`config.mk`:
```
export PLATFORM = sky130hd
export DESIGN_NAME = muldiv_hilo
export DESIGN_NICKNAME = d
export VERILOG_FILES = /design/src/rtl/muldiv_hilo.sv
export SDC_FILE = /design/constraint.sdc
export NUM_CORES = 1
export LEC_CHECK = 0
export CAP_MARGIN = 10
export CELL_PAD_IN_SITES_DETAIL_PLACEMENT = 1
export CELL_PAD_IN_SITES_GLOBAL_PLACEMENT = 2
export CORE_AREA = 2 2 266 268
export CTS_BUF_LIST = sky130_fd_sc_hd__clkbuf_2
export CTS_CLUSTER_SIZE = 24
export DETAILED_ROUTE_END_ITERATION = 16
export DIE_AREA = 0 0 268 270
export DONT_BUFFER_PORTS = 1
export PLACE_DENSITY_LB_ADDON = 0.08
export SLEW_MARGIN = 10
export SYNTH_ARGS = -nofsm -noshare
export SYNTH_HDL_FRONTEND = slang
export SYNTH_SLANG_ARGS = --single-unit
```
`constraint.sdc`:
```
create_clock -name clk -period 6.5 [get_ports clk]
set_input_delay 1.625 -clock clk [delete_from_list [all_inputs] [get_ports clk]]
set_output_delay 1.625 -clock clk [all_outputs]
set_load 0.05 [all_outputs]
```
`src/rtl/muldiv_hilo.sv`:
```
// Iterative multiply/divide unit with HI/LO result registers, MTHI/MTLO writes and busy/done handshake.
// Define MULDIV_ACCUM_EN to enable MADD/MADDU (accumulate product into {HI,LO}).
module muldiv_hilo #(
  parameter int WIDTH = 32,
  parameter int CNT_W = $clog2(WIDTH + 1)
) (
  input  logic             clk,
  input  logic             rst_n,
  input  logic             start,
  input  logic [2:0]       op,
  input  logic [WIDTH-1:0] a,
  input  logic [WIDTH-1:0] b,
  input  logic             we_hi,
  input  logic             we_lo,
  input  logic [WIDTH-1:0] wd,
  input  logic             ra,
  output logic [WIDTH-1:0] rd,
  output logic             busy,
  output logic             done
);

  typedef enum logic [1:0] {IDLE, RUN, FIN} state_t;

  state_t             state;
  logic [WIDTH-1:0]   hi, lo;
  logic [2*WIDTH-1:0] acc;
  logic [WIDTH-1:0]   mdc;
  logic [WIDTH-1:0]   a_raw;
  logic [CNT_W-1:0]   cnt;
  logic               is_div, div0, neg_qp, neg_r;
`ifdef MULDIV_ACCUM_EN
  logic               is_acc;
`endif

  logic               op_valid, sa, sb;
  logic [WIDTH-1:0]   mag_a, mag_b;
  logic [WIDTH:0]     mul_sum, div_trial;
  logic [2*WIDTH-1:0] mul_next, div_next, prod;
  logic [WIDTH-1:0]   quo, rem, res_hi, res_lo;

  assign rd   = ra ? hi : lo;
  assign busy = (state != IDLE);

  always_comb begin
    op_valid = 1'b0;
    case (op)
      3'b000, 3'b001, 3'b010, 3'b011: op_valid = 1'b1;
`ifdef MULDIV_ACCUM_EN
      3'b100, 3'b101:                 op_valid = 1'b1;
`endif
      default:                        op_valid = 1'b0;
    endcase
  end

  // Even op codes are the signed variants.
  always_comb begin
    sa    = ~op[0] & a[WIDTH-1];
    sb    = ~op[0] & b[WIDTH-1];
    mag_a = sa ? -a : a;
    mag_b = sb ? -b : b;
  end

  // Multiply: acc = {partial product, remaining multiplier bits}.
  // Divide:   acc = {partial remainder, dividend bits shifting into quotient}.
  always_comb begin
    mul_sum   = {1'b0, acc[2*WIDTH-1:WIDTH]} + {1'b0, (acc[0] ? mdc : {WIDTH{1'b0}})};
    mul_next  = {mul_sum, acc[WIDTH-1:1]};
    div_trial = {acc[2*WIDTH-1:WIDTH], acc[WIDTH-1]} - {1'b0, mdc};
    div_next  = div_trial[WIDTH] ? {acc[2*WIDTH-2:0], 1'b0}
                                 : {div_trial[WIDTH-1:0], acc[WIDTH-2:0], 1'b1};
  end

  always_comb begin
    prod   = neg_qp ? -acc : acc;
    quo    = neg_qp ? -acc[WIDTH-1:0] : acc[WIDTH-1:0];
    rem    = neg_r ? -acc[2*WIDTH-1:WIDTH] : acc[2*WIDTH-1:WIDTH];
    res_hi = prod[2*WIDTH-1:WIDTH];
    res_lo = prod[WIDTH-1:0];
    if (is_div) begin
      if (div0) begin
        res_hi = a_raw;
        res_lo = '1;
      end else begin
        res_hi = rem;
        res_lo = quo;
      end
    end
`ifdef MULDIV_ACCUM_EN
    else if (is_acc) begin
      {res_hi, res_lo} = {hi, lo} + prod;
    end
`endif
  end

  always_ff @(posedge clk or negedge rst_n) begin
    if (!rst_n) begin
      state  <= IDLE;
      hi     <= '0;
      lo     <= '0;
      acc    <= '0;
      mdc    <= '0;
      a_raw  <= '0;
      cnt    <= '0;
      is_div <= 1'b0;
      div0   <= 1'b0;
      neg_qp <= 1'b0;
      neg_r  <= 1'b0;
`ifdef MULDIV_ACCUM_EN
      is_acc <= 1'b0;
`endif
      done   <= 1'b0;
    end else begin
      done <= 1'b0;
      case (state)
        IDLE: begin
          if (we_hi) hi <= wd;
          if (we_lo) lo <= wd;
          if (start && op_valid) begin
            is_div <= op[1];
`ifdef MULDIV_ACCUM_EN
            is_acc <= op[2];
`endif
            neg_qp <= sa ^ sb;
            neg_r  <= sa;
            div0   <= op[1] && (b == '0);
            a_raw  <= a;
            mdc    <= op[1] ? mag_b : mag_a;
            acc    <= {{WIDTH{1'b0}}, (op[1] ? mag_a : mag_b)};
            cnt    <= '0;
            state  <= RUN;
          end
        end
        RUN: begin
          acc <= is_div ? div_next : mul_next;
          cnt <= cnt + 1'b1;
          if (cnt == CNT_W'(WIDTH - 1)) state <= FIN;
        end
        FIN: begin
          hi    <= res_hi;
          lo    <= res_lo;
          done  <= 1'b1;
          state <= IDLE;
        end
        default: state <= IDLE;
      endcase
    end
  end

endmodule
```
==> reports/qor.json <==
{
  "timing.final.setup_violations": {"value": 0},
  "most_frequent_cells_after_synthesis": {"value": "sky130_fd_sc_hd__nand2_1, sky130_fd_sc_hd__o21ai_0, sky130_fd_sc_hd__dfrtp_1, sky130_fd_sc_hd__nor2_1, sky130_fd_sc_hd__a21oi_1"},
  "antenna_violations_before_repair": {"value": 5},
  "max_clock_skew": {"value": 0.0709, "unit": "ns"},
  "crit_cells": {"value": 11},
  "num_vias": {"value": 17000},
  "simple_gate_portion_of_the_synthesized_area": {"value": 19.7, "unit": "%"},
  "hold_viol": {"value": 0},
  "synth-compound-area-share": {"value": 25.8, "unit": "%"},
  "synth_warnings": {"value": 0},
  "r2r_cells": {"value": 11},
  "min_period_over_period": {"value": 65.3, "unit": "%"},
  "ios": {"value": 139},
  "core_rows": {"value": 97},
  "vias_in_the_first_global_route": {"value": 17700},
  "routed_antenna_nets": {"value": 0},
  "die_w": {"value": 268, "unit": "um"},
  "postSynthRegisterBits": {"value": 205},
  "cts-root-buf": {"value": "sky130_fd_sc_hd__clkbuf_2"},
  "starting_density_of_the_core": {"value": 24.8, "unit": "%"},
  "fin_nets": {"value": 2350},
  "post_synth_top_flop": {"value": "sky130_fd_sc_hd__dfrtp_1"},
  "clkLatencyLatePin": {"value": 1.07, "unit": "ns"},
  "fin_tns_setup": {"value": 0, "unit": "ns"},
  "p_leak": {"value": 7.60, "unit": "nW"},
  "critPathMaxFanout": {"value": 11},
  "critical_path.startpoint_type": {"value": "flop"},
  "netlist_instances": {"value": 2230},
  "cts_inserted_buffers": {"value": 69},
  "post_synth_main_area_contributors": {"value": "sky130_fd_sc_hd__dfrtp_1, sky130_fd_sc_hd__o21ai_0, sky130_fd_sc_hd__nand2_1, sky130_fd_sc_hd__xnor2_1, sky130_fd_sc_hd__ha_1"},
  "drc_marker_count_from_the_first_detailed_route_iteration": {"value": 1008},
  "register_area": {"value": 5130, "unit": "um2"},
  "status": {"value": "finished clean"},
  "netlist-cell-type-count": {"value": 76},
  "tritoncts": {"value": "done"},
  "dp_hpwl": {"value": 64300, "unit": "um"},
  "grt_remaining_overflow": {"value": 0},
  "synth.yosys.seq_area_share": {"value": 29.7, "unit": "%"},
  "cp.buffers_inverters": {"value": 1},
  "die-area": {"value": 72400, "unit": "um2"},
  "slew_violations": {"value": 0},
  "clk_pin_slew_worst_paths": {"value": 0.14, "unit": "ns"},
  "synth_top_family_by_area": {"value": "compound AO/OA/AOI/OAI gates"},
  "post_synth_fa_ha_maj_area_fraction": {"value": 5.23, "unit": "%"},
  "post_synth_xor_area_fraction": {"value": 9.29, "unit": "%"},
  "number_of_flops_mapped_to_enable_cells_by_yosys": {"value": 0},
  "multi_input_comb_area": {"value": 11300, "unit": "um2"},
  "drv_cap": {"value": 0},
  "drt_first_pass_iters": {"value": 5},
  "fmax": {"value": 236, "unit": "MHz"},
  "mapped_avg_cell_area": {"value": 7.74, "unit": "um2"},
  "synth_area": {"value": 17300, "unit": "um2"},
  "cts_setup_buffers": {"value": 0},
  "cts-root-to-sink-buffers": {"value": 3},
  "place_congestion": {"value": 0.840},
  "synth_async_sr_flop_share": {"value": 100, "unit": "%"},
  "timing.slew.headroom": {"value": 29.1, "unit": "%"},
  "synth_top_area_cell": {"value": "sky130_fd_sc_hd__dfrtp_1"},
  "grt_first_pass_wirelength": {"value": 124000, "unit": "um"},
  "chipHeight": {"value": 270, "unit": "um"},
  "timing.critical_path.max_delay_family": {"value": "simple AND/OR/NAND/NOR gates"},
  "final.fill_count": {"value": 8386},
  "power_density": {"value": 505, "unit": "nW/um2"},
  "cts_resized": {"value": 0},
  "hold_buffers": {"value": 0},
  "max_stage_delay": {"value": 0.72, "unit": "ns"},
  "syn-num-nets": {"value": 2406},
  "worst_ep_arrival_time": {"value": 5.15, "unit": "ns"},
  "core_area": {"value": 69500, "unit": "um2"},
  "share_of_synthesized_area_spent_on_multiplexers": {"value": 5.31, "unit": "%"},
  "io_buffer_count": {"value": 0},
  "area_growth_syn_to_layout": {"value": 8.33, "unit": "%"},
  "endpoint_kind": {"value": "flop"},
  "vdd_ir_drop_max": {"value": 0.290, "unit": "mV"},
  "share_of_final_layout_standard_cells_stronger_than_drive_strength_1": {"value": 9.08, "unit": "%"},
  "post-synth-top-count-cell": {"value": "sky130_fd_sc_hd__nand2_1"},
  "grt_usage": {"value": 23.2, "unit": "%"},
  "route.detailed.vias_per_inst": {"value": 5.38},
  "grt_max_degree": {"value": 206},
  "synth_largest_type_area_fraction": {"value": 29.7, "unit": "%"},
  "cpMaxStageDelayCell": {"value": "sky130_fd_sc_hd__or4_1"},
  "cp.required": {"value": 7.41, "unit": "ns"},
  "fin_worst_hold_slack": {"value": 0.254, "unit": "ns"},
  "drt_wl_total": {"value": 84600, "unit": "um"},
  "drcViolationCount": {"value": 0},
  "min_period": {"value": 4.24, "unit": "ns"},
  "htree_num_levels": {"value": 3},
  "crit_type": {"value": "flop to flop"},
  "timing_worst_slew_pin_value": {"value": 1.06, "unit": "ns"},
  "cts_sinks": {"value": 205},
  "critical_path_cell_list": {"value": "inv_1 > ha_1 > or4b_1 > or4_1 > or3_1 > or4_1 > or2_2 > nand2_1 > xnor2_1 > o21ai_0 > o21ai_0"},
  "avg_wl_per_cell": {"value": 26.7, "unit": "um"},
  "rsz0062_at_grt": {"value": "no"},
  "hold_path.class": {"value": "primary input to asynchronous set/reset pin"}
}
## path summary, 6_finish.rpt
path	slack, ns	endpoint	startpoint
max	2.26	hi[24]	acc[0]
min	0.25	hi[23]	rst_n
max reg2reg	2.26	hi[24]	acc[0]
min reg2reg	0.48	lo[11]	lo[11]
max in group asynchronous	5.78	acc[10]	rst_n
min in group clk	0.48	lo[11]	lo[11]
## cell usage in the layout (no fill, tap or decap), drive strengths merged, types with 37 or more instances in the layout
cell type  count
inv           60
o211ai        38
mux2i         51
xor2          82
nand3         41
or3           38
buf           37
ha            69
clkbuf        93
dfrtp        205
nor2         193
a21oi        168
a211oi        51
xnor2        101
o21ai        235
nand2        295
## power by group
part	switching (mW)	internal, mW	leakage, nW	total [mW]
clock	0.701	0.385	0.425	1.09
combinational	3.60	2.11	4.68	5.70
sequential	0.914	1.73	2.49	2.65
total	5.21	4.22	7.60	9.43
## cells by family (layout without fill, tap and decap cells)
logic type / after synthesis / after routing
AOI/OAI and AO/OA: 722 / 722
xor gates and xnor gates: 183 / 183
buffers and inverters: 223 / 207
adders and majority gates: 71 / 71
and+or+nand+nor: 739 / 739
other: 0 / 7
DFF: 205 / 205
muxes: 87 / 87
## metal layers
layer / global-route usage [%] / vias up / wire length, um
li1: - / 7956 / -
met4: 4.31 / 0 / 1280
met3: 3.62 / 94 / 3350
met5: 0 / - / 0
met1: 34.8 / 8638 / 43600
met2: 35.0 / 324 / 36300
## per-stage QoR
step | std cells | util [%] | power (mW) | setup slack [ns] | cell area, um2
floorplan | 2230 | - | 6.32 | 2.24 | 17300
global placement | 3043 | 26.1 | 8.28 | 1.78 | 18100
detailed placement | 3043 | 26.1 | 8.33 | 1.71 | 18100
CTS | 3154 | 26.9 | 9.47 | 2.25 | 18700
global route | 3159 | 26.9 | 10.2 | 2.03 | 18700
finish | 3161 | 26.9 | 9.43 | 2.26 | 18700
## worst reg2reg max path, delay by kind of cell, from the launching register on
family	cells	cell delay [ns]
adder cells (fa/ha/maj)	1	0.19
AO/OA/AOI/OAI	2	0.47
buffers and inverters	1	0.16
flip-flops	1	0.54
AND/OR/NAND/NOR	6	2.69
XOR/XNOR	1	0.06
## flip-flops by register name, indices dropped and copies added, names as in the netlist, 2 cells and up
| signal | count |
|---|---|
| mdc | 32 |
| lo | 32 |
| acc | 64 |
| a_raw | 32 |
| cnt | 6 |
| state | 2 |
| hi | 32 |
## layout make-up
cell class | count | area share (%)
Tap cell | 940 | 6.29
Clock inverter | 18 | 0.435
Antenna cell | 7 | 0.0937
Clock buffer | 93 | 2.49
Sequential cell | 205 | 27.5
Inverter | 59 | 1.18
Multi-Input combinational cell | 1802 | 60.6
Timing Repair Buffer | 37 | 1.49
(Power assumes the default switching activity.)
==> RTL change 1, RTL diff (config.mk and constraints unchanged) <==
`WIDTH`: 32 -> 16.
--- a/src/rtl/muldiv_hilo.sv
+++ b/src/rtl/muldiv_hilo.sv
@@ -3,3 +3,3 @@
 module muldiv_hilo #(
-  parameter int WIDTH = 32,
+  parameter int WIDTH = 16,
   parameter int CNT_W = $clog2(WIDTH + 1)
Interface: changed (resized a, b, rd and wd); port bits go from 139 to 75. The function was not compared with the original's and may differ.
==> RTL change 1 against the original RTL <==
- routed wire length down 49%
- power down 42%
- area after synthesis down 50%
- sequential cell count down 97
- die area unchanged
- setup slack better by 440 ps
- design area down 47%
- critical path type is now register to output port
==> RTL change 1: results (changes against the original RTL) <==
[finish]
layout-drive-gt1-share_pct=6.99  ; was 9.08%
n_fill_cell=8275  ; was 8386
layout.nonclk_buf_share_pct=0.840  ; was 1.49%
largest_reg_flops=32  ; was 64
num-multi-input-gates=867  ; was 1802
n_clock_buffer=9  ; was 93
seq_share_pct=27.5  ; about the same
signal_buffers=11  ; was 37
multi_input_area_share_pct=56.8  ; was 60.6%
clkCellAreaFrac_pct=1.22  ; was 2.92%
inv_count=42  ; was 59
register_area_um2=2700  ; was 5130 um^2

[setup_path]
rr_startpoint=acc[16]  ; was acc[0]
r2r_slack_ps=2810  ; was 2260 ps
startpoint=state[1]  ; was acc[0]
cp_max_fo=8  ; was 11
cp.arrival_ps=2170  ; was 5150 ps

[timing]
slew_headroom_pct=31.0  ; was 29.1%
hold_ws_ps=420  ; was 254 ps

[clock_network]
clock_latency_ps=830  ; was 1070 ps
clkTransAtPathRegs_ps=410  ; was 140 ps

[synth]
synthMuxAreaShare_pct=6.24  ; was 5.31%
synth-seq-area-share_pct=31.1  ; was 29.7%
netlist-cell-type-count=68  ; was 76
synth-seq-cells=108  ; was 205
netlist_instances=1086  ; was 2230
synth_area_leaders=dfrtp_1, o21ai_0, nand2_1, ha_1, xnor2_1  ; was dfrtp_1, o21ai_0, nand2_1, xnor2_1, ha_1
synth_xor_area_share_pct=8.15  ; was 9.29%
syn-num-nets=1183  ; was 2406
synth_common_cells=nand2_1, o21ai_0, dfrtp_1  ; unchanged

[routing]
drt_wl_total_mm=43.5  ; was 84.6 mm
wl_per_cell_um=21.9  ; was 26.7 um
vias_per_cell=3.94  ; was 5.38
drt-initial-drc-count=319  ; was 1008

[place]
dpl_cell_area_um2=9690  ; was 18100 um^2
finalWeightedCongestion=0.717  ; was 0.840
preCtsSetupSlack_ps=2670  ; was 1710 ps
place_hpwl_mm=34.2  ; was 64.3 mm
placedCellCount=1968  ; was 3043

[pwr]
leakagePower_nw=3.74  ; was 7.60 nW
p_comb_mw=3.54  ; was 5.70 mW
pg_seq_mw=1.51  ; was 2.65 mW
irDropWorstVdd_mv=0.122  ; was 0.290 mV
p_sw_mw=3.02  ; was 5.21 mW

[grt]
grt_pass1_vias=8612  ; was 17.7k
antenna_found_initial=2  ; was 5
track_usage_pct=12.2  ; was 23.2%
grt_max_degree=109  ; was 206
grt_first_pass_wirelength_mm=63.8  ; was 124 mm

[run_status]
status=finished clean  ; unchanged

## RTL change 1: changes by cell type after synthesis, sizes merged, moves of 26 or more
cell and delta:
a211oi -43, a21oi -105, clkbuf -85, dfrtp -97
ha -31, mux2i -26, nand2 -145, nand3 -29
nor2 -109, o211ai -26, o21ai -103, xnor2 -49
xor2 -53
## RTL change 1: layer usage
metal | vias to the layer above | GRT usage [%] | wire, um
li1 | 3782 | - | -
met1 | 3965 | 16.5 | 21200
met2 | 71 | 20.6 | 20900
met3 | 18 | 2.01 | 1040
met4 | 0 | 2.06 | 394
met5 | - | 0 | 0
## RTL change 1: critical path: stages (launching register included)
cell     delay [ps]
dfrtp_1         760
nor2_1          220
inv_1           380
## RTL change 1: path summary, 6_finish.rpt
check / endpoint / cells past startpoint
worst max-delay path: busy / 2
min in group clk: cnt[3] / 1
worst min-delay path: hi[7] / 0
worst min register to register: cnt[3] / 1
worst max register to register: acc[19] / 12
max in group asynchronous: mdc[7] / 0
==> RTL change 2, RTL diff (same flow settings) <==
Made on the original files. One comparison of `cnt` changes from == to >=.
--- a/src/rtl/muldiv_hilo.sv
+++ b/src/rtl/muldiv_hilo.sv
@@ -135,3 +135,3 @@
           cnt <= cnt + 1'b1;
-          if (cnt == CNT_W'(WIDTH - 1)) state <= FIN;
+          if (cnt >= CNT_W'(WIDTH - 1)) state <= FIN;
         end
Check against the original RTL: same outputs for any inputs over 4 cycles, from zero or initial values and one cycle with rst_n low; that may be too few to reach the edited logic, so the function may still have changed.
==> RTL change 2 against the original RTL <==
- non-clock buffer count fell by 6
- routed wire length up 1.6%
- critical path type unchanged
- sequential cell count stayed put
- largest cell class unchanged
- design area grew 0.21%
- final cell count decreased by 0.28%
- area after synthesis decreased by 0.58%
- power increased by 21%
- setup slack got worse by 58 ps
==> RTL change 2: results (changes against the original RTL) <==
[run_status]
status=finished clean  ; unchanged

[place]
place_hpwl_mm=65.3  ; was 64.3 mm
numPortBuffers=0  ; unchanged
finalWeightedCongestion=0.844  ; was 0.840
dpl_cell_area_um2=18100  ; about the same

[clock_network]
postCtsSetupRepairBufs=0  ; unchanged
clock_latency_ps=1070  ; about the same
cts_buffer_depth=3  ; unchanged
ctsHtreeMaxLevel=3  ; unchanged
ctsResizeCount=0  ; unchanged
clkTransAtPathRegs_ps=120  ; was 140 ps
cts_buffers=70  ; was 69
cts_root_buffer=clkbuf_2  ; unchanged

[routing]
drt-initial-drc-count=1017  ; was 1008
drt-pass1-iter-count=5  ; unchanged
num_vias=16900  ; was 17.0k
drt_wl_total_mm=85.9  ; was 84.6 mm

[grt]
grt_pass1_vias=17700  ; about the same
grt_max_degree=206  ; unchanged
antenna_found_initial=9  ; was 5
grt_first_pass_wirelength_mm=125  ; was 124 mm
track_usage_pct=23.7  ; was 23.2%

[synth]
synth-async-reset-ratio_pct=100  ; unchanged
syn-num-nets=2381  ; was 2406
synth-seq-area-share_pct=29.9  ; was 29.7%
netlist-cell-type-count=75  ; was 76
synth_common_cells=nand2_1, o21ai_0, dfrtp_1  ; unchanged
synth_area_leaders=dfrtp_1, o21ai_0, nand2_1, xnor2_1, a21oi_1  ; was dfrtp_1, o21ai_0, nand2_1, xnor2_1, ha_1
ys_warn_count=0  ; unchanged

[timing]
fin_skew_ps=98.8  ; was 70.9 ps
tightest_slew_ps=1110  ; was 1060 ps
setup_tns_ps=0  ; unchanged

[finish]
largest_reg_flops=64  ; unchanged
layout-drive-gt1-share_pct=9.73  ; was 9.08%
finalNetCount=2339  ; was 2350
n_fill_cell=8386  ; unchanged
regMostFlops=acc  ; unchanged

[setup_path]
startpoint=acc[32]  ; was acc[0]
r2r_slack_ps=2200  ; was 2260 ps
cp_max_fo=35  ; was 11
cp.arrival_ps=5200  ; was 5150 ps
reg2reg_depth=13  ; was 11
worstSetupEndpoint=acc[56]  ; was hi[24]

[pwr]
leakagePower_nw=7.71  ; was 7.60 nW
irDropWorstVdd_mv=0.213  ; was 0.290 mV

[worst_hold_path]
min_path_type=input pin to async pin  ; unchanged

-- RTL change 2: changes by cell type after synthesis, sizes merged, moves of 9 or more --
cell | before | now
a21oi | 168 | 178
clkbuf | 138 | 126
inv | 57 | 67
mux2i | 51 | 65
nand2b | 17 | 27
nand3 | 41 | 32
nor2 | 193 | 168
o21ai | 235 | 256
xor2 | 82 | 68
-- RTL change 2: how the worst min path moves through the flow --
stage,start,endpoint,slack (ps),depth (start not counted)
3_3_place_gp,lo[14],lo[14],460,2
2_1_floorplan,a_raw[29],a_raw[29],440,2
4_1_cts,rst_n,a_raw[11],110,0
5_1_grt,rst_n,a_raw[11],110,0
6_report,rst_n,a_raw[11],250,0
3_5_place_dp,a_raw[31],a_raw[31],470,2
-- RTL change 2: cell type report --
cell class              count  area share, %
clock buffers             104           2.78
diodes                      3         0.0401
flip-flops and latches    205           27.4
clock inverters            14          0.728
well taps                 940           6.28
multi-input cells        1786           60.1
repair buffers             31           1.31
inverters                  69           1.38
-- RTL change 2: power breakdown --
part	total, mW	switching (mW)	internal (mW)
combinational	7.27	4.60	2.67
clock	1.26	0.719	0.540
sequential	2.86	0.978	1.89
-- RTL change 2: metrics by stage --
step           std cells  setup WS (ps)  util [%]  hold WS [ps]
3_5_place_dp        3031           2030      26.0           466
6_report            3152           2200      26.9           249
4_1_cts             3149           2260      26.9           109
5_1_grt             3152           1910      26.9           107
2_1_floorplan       2205           2240         -           440
3_3_place_gp        3031           2080      26.0           458
-- RTL change 2: worst max-delay path, cell delays in order (launching register included) --
cell and delay (ps):
dfrtp_1 550, inv_1 150, fa_1 450, nand2b_1 200
a21oi_1 300, o21ai_0 200, o21ai_0 410, o31a_1 310
a221oi_1 160, xnor2_2 530, buf_12 320, mux2i_1 230
nor2_1 60, a221o_1 260
-- RTL change 2: kinds of logic (layout without fill, tap and decap cells) --
| family | count (synthesis) | in the layout | share of synthesized area [%] |
|---|---|---|---|
| XOR/XNOR | 173 | 173 | 8.83 |
| buffers and inverters | 214 | 218 | 4.74 |
| flip-flops | 205 | 205 | 29.9 |
| AO/OA/AOI/OAI | 742 | 742 | 26.4 |
| adder cells (fa/ha/maj) | 71 | 71 | 5.27 |
| other | 0 | 3 | 0 |
| multiplexers | 100 | 100 | 6.09 |
| AND/OR/NAND/NOR | 700 | 700 | 18.8 |
-- RTL change 2: per-layer routing --
| layer | global-route usage (%) | vias to the layer above | wire [um] |
|---|---|---|---|
| met5 | 0 | - | 48 |
| met4 | 7.82 | 8 | 2840 |
| met3 | 5.54 | 121 | 4920 |
| met2 | 36.5 | 385 | 37800 |
| met1 | 32.4 | 8483 | 40200 |
| li1 | - | 7897 | - |
